`src/rtl/jt12_timer_ctrl_if.sv`:
```
// CPU write bus into the timer control block: strobe, address and data.
interface jt12_timer_ctrl_if;
    logic       wr;
    logic [7:0] addr;
    logic [7:0] din;

    modport master (output wr, addr, din);
    modport slave  (input  wr, addr, din);
endinterface

```
`src/rtl/jt12_timer_ctrl.sv`:
```
// Timer mode registers 0x24-0x27, flag-clear strobes, busy flag and the
// CSM key-on/key-off sequencer driven by timer A overflows.
module jt12_timer_ctrl #(
    parameter int KEYON_LEN = 24,
    parameter int BUSY_LEN  = 32
) (
    input  logic                  clk,
    input  logic                  rst_n,
    input  logic                  clk_en,
    jt12_timer_ctrl_if.slave      bus,
    input  logic                  overflow_A,
    output logic [9:0]            value_A,
    output logic [7:0]            value_B,
    output logic                  load_A,
    output logic                  load_B,
    output logic                  enable_irq_A,
    output logic                  enable_irq_B,
    output logic                  clr_flag_A,
    output logic                  clr_flag_B,
    output logic [1:0]            ch3_mode,
    output logic [3:0]            csm_keyon,
    output logic                  csm_active,
    output logic                  busy
);
    typedef enum logic [1:0] {S_IDLE, S_KEYON, S_KEYOFF} state_t;

    logic [9:0] r_value_A;
    logic [7:0] r_value_B;
    logic       r_load_A, r_load_B, r_irq_A, r_irq_B;
    logic       r_clr_A, r_clr_B;
    logic [1:0] r_ch3_mode;
    logic [7:0] r_busy_cnt;
    logic [7:0] r_hold, w_hold_nxt;
    state_t     r_state, w_state_nxt;
    logic       w_trig;

    always_ff @(posedge clk or negedge rst_n) begin
        if (!rst_n) begin
            r_value_A  <= '0;
            r_value_B  <= '0;
            r_load_A   <= 1'b0;
            r_load_B   <= 1'b0;
            r_irq_A    <= 1'b0;
            r_irq_B    <= 1'b0;
            r_clr_A    <= 1'b0;
            r_clr_B    <= 1'b0;
            r_ch3_mode <= '0;
        end else begin
            r_clr_A <= 1'b0;
            r_clr_B <= 1'b0;
            if (bus.wr) begin
                case (bus.addr)
                    8'h24: r_value_A[9:2] <= bus.din;
                    8'h25: r_value_A[1:0] <= bus.din[1:0];
                    8'h26: r_value_B      <= bus.din;
                    8'h27: begin
                        r_load_A   <= bus.din[0];
                        r_load_B   <= bus.din[1];
                        r_irq_A    <= bus.din[2];
                        r_irq_B    <= bus.din[3];
                        r_clr_A    <= bus.din[4];
                        r_clr_B    <= bus.din[5];
                        r_ch3_mode <= bus.din[7:6];
                    end
                    default: ;
                endcase
            end
        end
    end

    // Any write, even to an unmapped address, restarts the busy window.
    always_ff @(posedge clk or negedge rst_n) begin
        if (!rst_n) begin
            r_busy_cnt <= '0;
        end else if (bus.wr) begin
            r_busy_cnt <= 8'(BUSY_LEN);
        end else if (clk_en && r_busy_cnt != 8'd0) begin
            r_busy_cnt <= r_busy_cnt - 8'd1;
        end
    end

    // Uses the registered mode bits, so a same-edge 0x27 write sees the old values.
    assign w_trig = clk_en & overflow_A & r_load_A & (r_ch3_mode == 2'b10);

    always_ff @(posedge clk or negedge rst_n) begin
        if (!rst_n) begin
            r_state <= S_IDLE;
            r_hold  <= '0;
        end else begin
            r_state <= w_state_nxt;
            r_hold  <= w_hold_nxt;
        end
    end

    always_comb begin
        w_state_nxt = r_state;
        w_hold_nxt  = r_hold;
        if (r_ch3_mode != 2'b10) begin
            w_state_nxt = S_IDLE;
            w_hold_nxt  = '0;
        end else begin
            case (r_state)
                S_IDLE: begin
                    if (w_trig) begin
                        w_state_nxt = S_KEYON;
                        w_hold_nxt  = 8'(KEYON_LEN);
                    end
                end
                S_KEYON: begin
                    // A retrigger beats the hold counter expiring on the same tick.
                    if (w_trig) begin
                        w_hold_nxt = 8'(KEYON_LEN);
                    end else if (clk_en) begin
                        if (r_hold <= 8'd1) begin
                            w_hold_nxt  = '0;
                            w_state_nxt = S_KEYOFF;
                        end else begin
                            w_hold_nxt = r_hold - 8'd1;
                        end
                    end
                end
                S_KEYOFF: begin
                    if (w_trig) begin
                        w_state_nxt = S_KEYON;
                        w_hold_nxt  = 8'(KEYON_LEN);
                    end else if (clk_en) begin
                        w_state_nxt = S_IDLE;
                    end
                end
                default: begin
                    w_state_nxt = S_IDLE;
                    w_hold_nxt  = '0;
                end
            endcase
        end
    end

    assign value_A      = r_value_A;
    assign value_B      = r_value_B;
    assign load_A       = r_load_A;
    assign load_B       = r_load_B;
    assign enable_irq_A = r_irq_A;
    assign enable_irq_B = r_irq_B;
    assign clr_flag_A   = r_clr_A;
    assign clr_flag_B   = r_clr_B;
    assign ch3_mode     = r_ch3_mode;
    assign csm_keyon    = {4{r_state == S_KEYON}};
    assign csm_active   = (r_state != S_IDLE);
    assign busy         = (r_busy_cnt != 8'd0);
endmodule
```
`src/flat_wrapper.sv`:
```
// flat-port wrapper written by rule: the top's interface ports become plain ports
module jt12_timer_ctrl_flat 
#(
    parameter int KEYON_LEN = 24,
    parameter int BUSY_LEN  = 32
)
  (clk, rst_n, clk_en, overflow_A, value_A, value_B, load_A, load_B, enable_irq_A, enable_irq_B, clr_flag_A, clr_flag_B, ch3_mode, csm_keyon, csm_active, busy, bus_wr, bus_addr, bus_din);
  jt12_timer_ctrl_if bus_i ();
  input  logic clk;
  input  logic rst_n;
  input  logic clk_en;
  input  logic overflow_A;
  output logic [9:0] value_A;
  output logic [7:0] value_B;
  output logic load_A;
  output logic load_B;
  output logic enable_irq_A;
  output logic enable_irq_B;
  output logic clr_flag_A;
  output logic clr_flag_B;
  output logic [1:0] ch3_mode;
  output logic [3:0] csm_keyon;
  output logic csm_active;
  output logic busy;
  input wire logic [$bits(bus_i.wr)-1:0] bus_wr;
  input wire logic [$bits(bus_i.addr)-1:0] bus_addr;
  input wire logic [$bits(bus_i.din)-1:0] bus_din;
  assign bus_i.wr = bus_wr;
  assign bus_i.addr = bus_addr;
  assign bus_i.din = bus_din;
  jt12_timer_ctrl #(.KEYON_LEN(KEYON_LEN), .BUSY_LEN(BUSY_LEN)) u_core (.clk(clk), .rst_n(rst_n), .clk_en(clk_en), .bus(bus_i), .overflow_A(overflow_A), .value_A(value_A), .value_B(value_B), .load_A(load_A), .load_B(load_B), .enable_irq_A(enable_irq_A), .enable_irq_B(enable_irq_B), .clr_flag_A(clr_flag_A), .clr_flag_B(clr_flag_B), .ch3_mode(ch3_mode), .csm_keyon(csm_keyon), .csm_active(csm_active), .busy(busy));
endmodule
```
`config.mk`:
```
export PLATFORM = sky130hd
export DESIGN_NAME = jt12_timer_ctrl_flat
export DESIGN_NICKNAME = d
export VERILOG_FILES = /design/src/rtl/jt12_timer_ctrl_if.sv /design/src/rtl/jt12_timer_ctrl.sv /design/src/flat_wrapper.sv
export SDC_FILE = /design/constraint.sdc
export NUM_CORES = 1
export LEC_CHECK = 0
export CAP_MARGIN = 0
export CORE_MARGIN = 8
export CORE_UTILIZATION = 54
export CTS_BUF_LIST = sky130_fd_sc_hd__clkbuf_4 sky130_fd_sc_hd__clkbuf_8
export CTS_CLUSTER_DIAMETER = 120
export DETAILED_ROUTE_END_ITERATION = 16
export GPL_TIMING_DRIVEN = 1
export PLACE_DENSITY = 0.87
export SKIP_CTS_REPAIR_TIMING = 1
export SYNTH_ARGS = -nofsm -noshare
export SYNTH_HDL_FRONTEND = slang
export SYNTH_SLANG_ARGS = --single-unit
```
`constraint.sdc`:
```
create_clock -name clk -period 3.8 [get_ports clk]
set_input_delay 0.57 -clock clk [delete_from_list [all_inputs] [get_ports clk]]
set_output_delay 0.57 -clock clk [all_outputs]
set_load 0.01 [all_outputs]
```
==> results.py <==
metrics = {
    "worst_setup_path": {
        "critPathKind": "register to output port",
        "slowest_delay_ns": 0.53,
        "crit_required_ns": 3.23,
        "end_kind": "output port",
        "worst_setup_path_start_kind": "register",
        "worstPathCellList": "inv_1, ha_1, nor3b_1, nand2_1, clkdlybuf4s50_1",
        "crit_fanout": 5,
        "worstPathArrival_ns": 2.18,
        "cp_slowest_cell": "clkdlybuf4s50_1",
    },
    "floorplanning": {
        "die_y_um": 78.5,
        "initial_utilization_pct": 56.7,
        "die_area_um2": 6160,
        "core_area_um2": 3720,
        "row_count": 22,
        "ios": 53,
        "dieWidth_um": 78.5,
    },
    "drt": {
        "drc": 0,
        "vias_per_cell": 5.77,
        "vias": 1657,
        "drt_pass1_iterations": 4,
        "ant_nets": 0,
        "drt_iter0_drc": 137,
        "routed_wl_um": 4780,
        "wire_per_inst_um": 16.6,
    },
    "sta": {
        "worst_pin_slew_ns": 0.930,
        "setup_slack_ns": 1.05,
        "holdWs_ns": 0.416,
        "fin_worst_skew_ns": 0.00426,
        "fin_crit_sh_pct": 72.3,
        "hold_viol_final": 0,
        "setup_viol": 0,
        "relSlewSlack_pct": 38.0,
        "rsz0062_at_grt": "no",
        "maxSlewViolCount": 0,
        "fmax_mhz": 364,
        "period_needed_ns": 2.75,
        "tns_ns": 0,
    },
    "logic_synthesis": {
        "synthXorXnorAreaFrac_pct": 1.66,
        "synth_largest_area_cell": "dfrtp_1",
        "synth_cells": 185,
        "yosysSeqAreaShare_pct": 52.3,
        "synth_top_family_by_area": "simple AND/OR/NAND/NOR gates",
        "synth_area_um2": 2110,
        "ys_types": 45,
        "syn_nets": 210,
        "synth_edf_count": 0,
        "synth_compound_area_share_pct": 9.80,
        "async_flop_share_pct": 100,
        "yosys.area_share.simple_pct": 17.9,
        "synth.avg_cell_area_um2": 11.4,
        "yosys_warnings": 0,
        "yosys-top-cells-area": "dfrtp_1 52%, mux2_2 13%, nor2_1 2.9%",
        "synth.top_cell.area_share_pct": 52.3,
        "synth_mux_area_share_pct": 13.3,
        "synth_ff_type": "dfrtp_1",
        "synth-adder-area-share_pct": 2.38,
        "ys_seq_elements": 44,
    },
    "clocking": {
        "h-tree-depth": 2,
        "cts_root_buf": "clkbuf_8",
        "tritoncts": "yes",
        "cts_inserted_buffers": 5,
        "clk_pin_slew_ns": 0.08,
        "clk_latency_ns": 0.29,
        "cts_sinks": 44,
        "ctsLongestPathBuffers": 2,
    },
    "global_routing": {
        "grt_pass1_wl_um": 7960,
        "grt_use_total_pct": 16.2,
        "antenna_found_initial": 0,
        "grt_max_degree": 45,
        "grt_pass1_vias": 1644,
        "grt_overflow": 0,
    },
    "pwr": {
        "power.leakage_nw": 1.24,
        "finalPower_w": 0.000975,
        "power_density_nw_per_um2": 355,
        "ir_drop_mv": 0.233,
    },
    "run_status": {
        "outcome": "finished clean",
    },
    "cells_and_area": {
        "diodes": 0,
        "mostFrequentLayoutCells": "51 x clkdlybuf4s50_1, 44 x dfrtp_1, 24 x mux2_2",
        "nFillCells": 269,
        "final_common_cell": "clkdlybuf4s50_1",
        "area_growth_syn_to_layout_pct": 30.5,
        "final_core_util_pct": 74.0,
        "drive_gt1_share_pct": 17.6,
        "final_nets": 264,
    },
    "flow_run": {
        "cap_violations": 0,
    },
    "place": {
        "dp_slack_ns": 0.920,
        "dp_hpwl_um": 3530,
        "portBuffers": 52,
        "gp_congestion": 0.843,
    },
    "worst_hold_path": {
        "timing.hold.worst.class": "input pin to asynchronous set/reset pin",
    },
}
-- stage by stage --
| stage | area [um^2] | cells |
|---|---|---|
| 2_1_floorplan | 2110 | 185 |
| 3_3_place_gp | 2650 | 280 |
| 3_5_place_dp | 2650 | 280 |
| 4_1_cts | 2750 | 287 |
| 5_1_grt | 2750 | 287 |
| 6_report | 2750 | 287 |
-- logic make-up after synthesis --
group,Yosys count
and+or+nand+nor,66
DFF,44
AOI/OAI and AO/OA,30
muxes,25
buffers and inverters,12
xor gates and xnor gates,4
adders and majority gates,4
-- report_power, final --
group / total [W] / switching, W / internal (W)
Clock: 0.000311 / 0.000149 / 0.000162
Sequential: 0.000513 / 0.0000209 / 0.000492
Combinational: 0.000152 / 0.0000718 / 0.0000797
Total: 0.000975 / 0.000241 / 0.000734
-- worst max-delay path: cells and delay by family, from the launching register on --
kind                       cells  cell delay (ns)
adders and majority gates      1             0.18
buffers and inverters          2             0.63
DFF                            1             0.42
and+or+nand+nor                2             0.65
-- sequential cells by signal (all words and copies together), names as in the netlist, 2 cells and up --
| signal | cells |
|---|---|
| u_core.value_A | 10 |
| u_core.r_busy_cnt | 8 |
| u_core.ch3_mode | 2 |
| u_core.r_state | 2 |
| u_core.value_B | 8 |
| u_core.r_hold | 8 |
-- synthesized netlist by cell type, types with 5 or more instances --
master	instances
dfrtp_1	44
o21ai_0	6
a21oi_1	5
mux2_2	24
nand2_1	10
nor2_1	16
inv_1	7
-- metal layers --
metal  vias to the layer above  GRT usage (%)  share of wire, %
li1                        778              -                 -
met4                         0           7.04               1.5
met2                        60           26.7                50
met5                         -              0                 0
met1                       810           18.2                40
met3                         9           6.26               8.3
-- layout make-up --
cell class | instances | area, um^2 | share of cell area (%)
clock buffers | 7 | 96.3 | 3.50
repair buffers | 52 | 515 | 18.8
well taps | 48 | 60.1 | 2.18
multi-input cells | 129 | 950 | 34.5
flip-flops and latches | 44 | 1100 | 40.1
inverters | 7 | 26.3 | 0.956
-- worst paths after layout --
check | start | to | slack, ns | cells past startpoint
max | u_core.r_busy_cnt[0]$_DFFE_PN0P_ | busy | 1.05 | 5
min | rst_n | u_core.value_A[0]$_DFFE_PN0P_ | 0.42 | 1
max reg2reg | u_core.r_hold[4]$_DFFE_PN0P_ | u_core.r_hold[1]$_DFFE_PN0P_ | 1.40 | 4
min reg2reg | u_core.value_B[2]$_DFFE_PN0P_ | u_core.value_B[2]$_DFFE_PN0P_ | 0.51 | 1
max in group asynchronous | rst_n | u_core.value_B[6]$_DFFE_PN0P_ | 2.81 | 1
min in group clk | u_core.value_B[2]$_DFFE_PN0P_ | u_core.value_B[2]$_DFFE_PN0P_ | 0.51 | 1
Note: power is estimated with default switching activity, not from simulation.
